File: src/rtl/alu_int_arbiter.sv
// Two-requester round-robin front end for a shared integer ALU.
// One operation in flight: grant in IDLE, capture in ISSUE, hold result in RESP.
module alu_int_arbiter #(
    parameter int WORDSIZE = 64
) (
    input  logic                clk,
    input  logic                reset,
    input  logic                req0_valid,
    output logic                req0_ready,
    input  logic [WORDSIZE-1:0] req0_a,
    input  logic [WORDSIZE-1:0] req0_b,
    input  logic [9:0]          req0_op,
    input  logic                req1_valid,
    output logic                req1_ready,
    input  logic [WORDSIZE-1:0] req1_a,
    input  logic [WORDSIZE-1:0] req1_b,
    input  logic [9:0]          req1_op,
    output logic                rsp0_valid,
    input  logic                rsp0_ready,
    output logic                rsp1_valid,
    input  logic                rsp1_ready,
    output logic [WORDSIZE-1:0] rsp_result,
    output logic                rsp_overflow,
    output logic                rsp_illegal,
    output logic [WORDSIZE-1:0] alu_a,
    output logic [WORDSIZE-1:0] alu_b,
    output logic [9:0]          alu_op,
    input  logic [WORDSIZE-1:0] alu_out,
    input  logic                alu_overflow,
    output logic                busy
);

    localparam logic [9:0] OP_ADD = 10'h000;
    localparam logic [9:0] OP_SUB = 10'h020;

    typedef enum logic [1:0] {
        IDLE  = 2'd0,
        ISSUE = 2'd1,
        RESP  = 2'd2
    } state_e;

    state_e state_q, state_d;

    // last_q: requester served most recently; the other one wins a tie
    logic last_q, last_d;
    logic grant_q, grant_d;

    logic [WORDSIZE-1:0] a_q, a_d;
    logic [WORDSIZE-1:0] b_q, b_d;
    logic [9:0]          op_q, op_d;

    logic [WORDSIZE-1:0] result_q, result_d;
    logic                ovf_q, ovf_d;
    logic                ill_q, ill_d;

    logic any_req;
    logic sel;
    logic op_legal;
    logic rsp_hs;

    // Grant selection: a lone requester wins, a tie goes to the one not served last
    always_comb begin
        any_req = req0_valid | req1_valid;
        sel     = 1'b0;
        if (req0_valid && req1_valid) begin
            sel = ~last_q;
        end else if (req1_valid) begin
            sel = 1'b1;
        end
    end

    // Response handshake and op decode on the latched operation
    always_comb begin
        rsp_hs   = grant_q ? (rsp1_valid & rsp1_ready)
                           : (rsp0_valid & rsp0_ready);
        op_legal = (op_q == OP_ADD) || (op_q == OP_SUB);
    end

    // State register plus all datapath/pointer flops
    always_ff @(posedge clk) begin
        if (reset) begin
            state_q  <= IDLE;
            last_q   <= 1'b1;
            grant_q  <= 1'b0;
            a_q      <= '0;
            b_q      <= '0;
            op_q     <= '0;
            result_q <= '0;
            ovf_q    <= 1'b0;
            ill_q    <= 1'b0;
        end else begin
            state_q  <= state_d;
            last_q   <= last_d;
            grant_q  <= grant_d;
            a_q      <= a_d;
            b_q      <= b_d;
            op_q     <= op_d;
            result_q <= result_d;
            ovf_q    <= ovf_d;
            ill_q    <= ill_d;
        end
    end

    // Next-state logic
    always_comb begin
        state_d = state_q;
        unique case (state_q)
            IDLE: begin
                if (any_req) begin
                    state_d = ISSUE;
                end
            end
            ISSUE: begin
                state_d = RESP;
            end
            RESP: begin
                if (rsp_hs) begin
                    state_d = IDLE;
                end
            end
            default: begin
                state_d = IDLE;
            end
        endcase
    end

    // Operand latch on grant, result capture in ISSUE, pointer update on response
    always_comb begin
        grant_d  = grant_q;
        last_d   = last_q;
        a_d      = a_q;
        b_d      = b_q;
        op_d     = op_q;
        result_d = result_q;
        ovf_d    = ovf_q;
        ill_d    = ill_q;
        unique case (state_q)
            IDLE: begin
                if (any_req) begin
                    grant_d = sel;
                    a_d     = sel ? req1_a  : req0_a;
                    b_d     = sel ? req1_b  : req0_b;
                    op_d    = sel ? req1_op : req0_op;
                end
            end
            ISSUE: begin
                if (op_legal) begin
                    result_d = alu_out;
                    ovf_d    = alu_overflow;
                    ill_d    = 1'b0;
                end else begin
                    result_d = '0;
                    ovf_d    = 1'b0;
                    ill_d    = 1'b1;
                end
            end
            RESP: begin
                if (rsp_hs) begin
                    last_d = grant_q;
                end
            end
            default: begin
                last_d = last_q;
            end
        endcase
    end

    // Handshake outputs decoded from the current state
    always_comb begin
        req0_ready = 1'b0;
        req1_ready = 1'b0;
        rsp0_valid = 1'b0;
        rsp1_valid = 1'b0;
        busy       = (state_q != IDLE);
        if (state_q == IDLE && !reset) begin
            req0_ready = req0_valid & ~sel;
            req1_ready = req1_valid & sel;
        end
        if (state_q == RESP) begin
            rsp0_valid = ~grant_q;
            rsp1_valid = grant_q;
        end
    end

    // Registered values driven to the ALU and the response channels
    always_comb begin
        alu_a        = a_q;
        alu_b        = b_q;
        alu_op       = op_q;
        rsp_result   = result_q;
        rsp_overflow = ovf_q;
        rsp_illegal  = ill_q;
    end

endmodule

File: config.mk
export PLATFORM = sky130hd
export DESIGN_NAME = alu_int_arbiter
export DESIGN_NICKNAME = d
export VERILOG_FILES = /design/src/rtl/alu_int_arbiter.sv
export SDC_FILE = /design/constraint.sdc
export NUM_CORES = 1
export LEC_CHECK = 0
export CORE_AREA = 2 2 219 221
export CTS_CLUSTER_DIAMETER = 60
export DETAILED_ROUTE_END_ITERATION = 8
export DIE_AREA = 0 0 221 223
export PLACE_DENSITY = 0.53
export SYNTH_ARGS = -nofsm -noshare
export SYNTH_HDL_FRONTEND = slang
export SYNTH_SLANG_ARGS = --single-unit
File: constraint.sdc
create_clock -name clk -period 1.7 [get_ports clk]
set_input_delay 0.34 -clock clk [delete_from_list [all_inputs] [get_ports clk]]
set_output_delay 0.34 -clock clk [all_outputs]
set_load 0.01 [all_outputs]
* Word level (Yosys, flattened, before mapping)
Index checks and enable logic that the tools add are counted.
** Word-level totals
- Register bits :: 208
- Output and inout bits :: 209
- Input port bits :: 347
- Word-level logic and storage cells :: 48
** Cells by class
- Reduce and logical (&&, ||, !) cells :: 10
- Bitwise gates (word level) :: 8
- Equality and inequality tests :: 5
- Mux-type cells :: 16
** Operators with widths (number)
- $mux W64 :: 3
- $eq A10 B6 Y1 const B :: 1
- $logic_not A10 Y1 :: 1
- $mux W10 :: 1
- $mux W1 :: 9
- $pmux W2 S3 :: 1
- $reduce_and A2 Y1 :: 3
- $and A1 B1 Y1 :: 4
- $mux W2 :: 2
- $ne A2 B2 Y1 const B :: 2
- $not A1 Y1 :: 3
- $eq A2 B1 Y1 const B :: 1
- $eq A2 B2 Y1 const B :: 1
- $logic_and A1 B1 Y1 :: 2
- $logic_not A2 Y1 :: 1
- $reduce_bool A2 Y1 :: 1
- $logic_not A1 Y1 :: 1
- $logic_or A1 B1 Y1 :: 1
- $or A1 B1 Y1 :: 1

* Logic depth before layout (Yosys ltp)
- Depth in word-level cells :: 6
- Depth in mapped cells :: 6
- Mapped depth without buffers :: 4

* Worst setup path after synthesis
OpenSTA, ideal clock, no wires.
- Path type :: in2out
- Start point :: input req1_valid
- End point :: output req1_ready
- Stages :: 5
- Setup slack :: 0.172 ns
- Arrival time :: 1.188 ns
- Buffers on the path :: 3
- Path through :: a21bo_1 -> buf_2 -> buf_6 -> buf_2 -> nor3_1
** Between the ends
- Longest elaborated chain between the ends :: 4
- Elaborated cells between the ends (all ways) :: 5
** Ends and longest elaborated chain
- start, declared :: RTL line 13 : input logic req1_valid,
- $mux W1 or $logic_and A1 B1 Y1 (tied branches) :: RTL line 67, 65
- $mux W1 :: RTL line 65 : if (req0_valid && req1_valid) begin
- $and A1 B1 Y1 * :: RTL line 177 : req1_ready = req1_valid & sel;
- $mux W1 * :: RTL line 175 : if (state_q == IDLE && !reset) begin
- end, declared :: RTL line 14 : output logic req1_ready,
Every way passes the cells marked *; elsewhere a longest branch is shown, timed or not.

* Final worst setup path
- Start point :: register state_q[1]
- End point :: output req0_ready
** Between the ends
- Longest elaborated chain between the ends :: 3
** Ends and longest elaborated chain
- start, declared :: RTL line 42 : state_e state_q, state_d;
- start signal, assigned :: RTL line 92 : state_q <= state_d;
- $logic_not A2 Y1 :: RTL line 175
- $logic_and A1 B1 Y1 :: RTL line 175
- $mux W1 :: RTL line 175
- end, declared :: RTL line 9 : output logic req0_ready,
Every way passes these cells.

==> flow_metrics.tcl <==
set metrics [dict create \
    outcome "finished, violations left" \
    violations "setup timing" \
    yosysWarnings 0 \
    final_antenna_net_count 0 \
    cts_made_buffers 29 \
    synthCells 1049 \
    dr_total_vias 10470 \
    worst-path-buf-inv 3 \
    finalCriticalPeriod_ns 1.845 \
    grt_pass1_wl_um 65270 \
    die_area_um2 49280 \
    critPathKind "reg -> out" \
    grt_busiest_layer "met2" \
    worstPathCellList "buf_6, nor3_4, buf_6, and3_4, buf_6" \
    syn-num-nets 1396 \
    core_um2 47150 \
    yosysSeqAreaShare_pct 45.23 \
    gp_congestion 0.7923 \
    synth_top_area_cell "dfxtp_1" \
    hold_viol_final 0 \
    drc 0 \
    synthTopCellsByArea "dfxtp_1 45%, nand2_1 13%, a311oi_2 9.3%" \
    cts.sinks 208 \
    fin_worst_skew_ns 0.02116 \
    gr-usage-met2_pct 27.83 \
    placed_cells 2173 \
    hold_class "in -> reg" \
    first_global_vias 10760 \
    gr-total-overflow 0 \
    drtIter0Drc 449 \
    max_stage_delay_ns 0.33 \
    cp_slowest_cell "dfxtp_2" \
    holdBufCountCts 0 \
    slew_viol_final 0 \
    yosysMostFrequentCell "nand2_1" \
    finalSetupViolCount 24 \
    yosysUniqueCellTypes 29 \
    grt_max_degree 86 \
    p_per_area_nw_per_um2 955.0 \
    max_freq_ghz 0.5419 \
    worst_setup_path_start_kind "register" \
    io_buffer_count 555 \
    slew_headroom_pct 60.54 \
    die_x_um 221 \
    worst_pin_slew_ns 0.5919 \
    nets 1957 \
    insertion_delay_ns 0.56 \
    synthFlopType "dfxtp_1" \
    clockBufferDepth 3 \
    finalHoldWorstSlack_ns 0.3435 \
    antenna_cells 0 \
    place_ws_ns -0.4966 \
    vias_per_cell 4.660 \
    drive_above_1_share_pct 14.46 \
    power_switching_w 0.004901 \
    worst_slack_ns -0.1453 \
    post-dp-hpwl_um 30860 \
    wire_per_inst_um 19.89 \
    path_delay_family "buffers and inverters" \
    dieHeight_um 223 \
    swShare_pct 30.00 \
    wl_um 44700 \
    syn_area_per_cell_um2 8.776 \
    gr-usage-met1_pct 20.38 \
    use_met3_pct 4.741 \
    vdd_drop_max_mv 0.6578 \
    ioPinCount 556 \
    rsz0062_at_grt "true" \
    crit_top_cell "buf_6" \
    start_util_pct 19.53 \
    root_buffer "clkbuf_16" \
    final_cell_count_no_fill 2247 \
    p_seq_share_pct 34.5 \
    rows 80 \
    cap_violations 0 \
    leakagePower_nw 7.021 \
    synth_seq_cells 208 \
    track_usage_pct 16.64 \
    synth_common_cells "319 x nand2_1, 208 x dfxtp_1, 101 x a21oi_1" \
    worstPathRequired_ns 1.36 \
    cell_internal_pwr_w 0.01144 \
    antenna_found_initial 0 \
    syn_to_final_growth_pct 85.83 \
    synth_top_area_share_pct 45.23 \
    cts_tree "yes" \
    power_frac_comb_pct 28.0 \
    async_flop_share_pct 0 \
    htreeDepth 1 \
    first_pass_iters 4 \
    post-route-period-util_pct 108.5 \
    cp-end-kind "primary output" \
    synth_edf_count 0 \
    clkPwrFrac_pct 37.5 \
    syn_area_um2 9206 \
    worstPathMaxFanout 3 \
    clkSlewWorstSetupHoldPaths_ns 0.06 \
    arrival_ns 1.51 \
]
-- stage by stage --
step | TNS (ns) | power (W) | area [um2] | utilization (%)
2_1_floorplan | 0 | 0.007577 | 9206 | -
3_3_place_gp | -39.05 | 0.01017 | 15770 | 33.45
3_5_place_dp | -38.21 | 0.01021 | 15770 | 33.45
4_1_cts | -0.6826 | 0.01618 | 16620 | 35.25
5_1_grt | -7.493 | 0.01714 | 17110 | 36.29
6_report | -0.6728 | 0.01634 | 17110 | 36.29
-- power by group through the flow --
stage	logic [W]	clock network [W]	registers, W
after floorplan	0.00165	0	0.00592
after global placement	0.00444	0	0.00574
after detailed placement	0.00446	0	0.00575
after CTS	0.00422	0.00632	0.00564
after global routing	0.00492	0.00652	0.00570
final	0.00458	0.00612	0.00564
-- state kept, by name (all words and copies together) (netlist names) --
| name | cells |
|---|---|
| alu_op | 10 |
| last_q | 1 |
| rsp_result | 64 |
| grant_q | 1 |
| state_q | 2 |
| alu_b | 64 |
| rsp_illegal | 1 |
| alu_a | 64 |
| rsp_overflow | 1 |
-- final timing paths --
kind	startpoint	endpoint	slack, ns	cells past startpoint
worst max-delay path	state_q[1]	req0_ready	-0.15	5
worst min-delay path	alu_out[36]	rsp_result[36]	0.34	3
worst max register to register	state_q[0]	alu_a[17]	-0.03	10
worst min register to register	alu_a[63]	alu_a[63]	0.44	2
-- tightest hold or removal path: stages --
cell and delay (ns):
clkdlybuf4s50_1 0.40, nand4_1 0.07, o2bb2ai_1 0.05
-- layer usage --
| metal | vias up | wire, um |
|---|---|---|
| met1 | 4974 | 18710 |
| met2 | 421 | 21400 |
| li1 | 5004 | - |
| met3 | 71 | 3162 |
| met5 | - | 0 |
| met4 | 0 | 1435 |
-- logic make-up (layout without fill, tap and decap cells) --
group | Yosys count | in the layout | synth area share, %
compound gates | 311 | 311 | 29.27
flops | 208 | 208 | 45.23
simple gates | 403 | 403 | 18.48
buf+inv | 127 | 710 | 7.013
-- final cells by class --
| type | count | area (um2) |
|---|---|---|
| clock inverter | 8 | 86.33 |
| timing repair buffer | 654 | 6678 |
| multi-input combinational | 714 | 4506 |
| sequential | 208 | 4170 |
| clock buffer | 45 | 885.9 |
| tap | 615 | 769.5 |
| fill | 4929 | 30040 |
| inverter | 3 | 12.51 |
-- placed cells by master (no fill, tap or decap), drive strengths merged --
| cell type | instances |
|---|---|
| clkinvlp | 1 |
| dfxtp | 208 |
| buf | 93 |
| or2 | 1 |
| and3 | 1 |
| dlygate4sd2 | 202 |
| a311oi | 100 |
| nor3 | 3 |
| nand2 | 319 |
| and2 | 1 |
| clkbuf | 57 |
| o21ai | 2 |
| inv | 6 |
| o221a | 1 |
| clkdlybuf4s15 | 1 |
| nor2 | 8 |
| nor2b | 2 |
| nand2b | 2 |
| nor4 | 1 |
| o2bb2ai | 65 |
| nand4 | 65 |
| a21boi | 1 |
| clkinv | 3 |
| bufinv | 1 |
| a21oi | 101 |
| a31oi | 2 |
| clkdlybuf4s18 | 1 |
| clkdlybuf4s50 | 345 |
| a21bo | 1 |
| a32oi | 38 |
-- repair_timing --
action / in CTS / in global routing
gates resized for setup: 250 / 38
endpoints found under the setup margin: 213 / 125
cloned: 0 / 14
pin swaps: 6 / 1
buffers inserted: 7 / 1
Power figures use the tool's default switching activity.
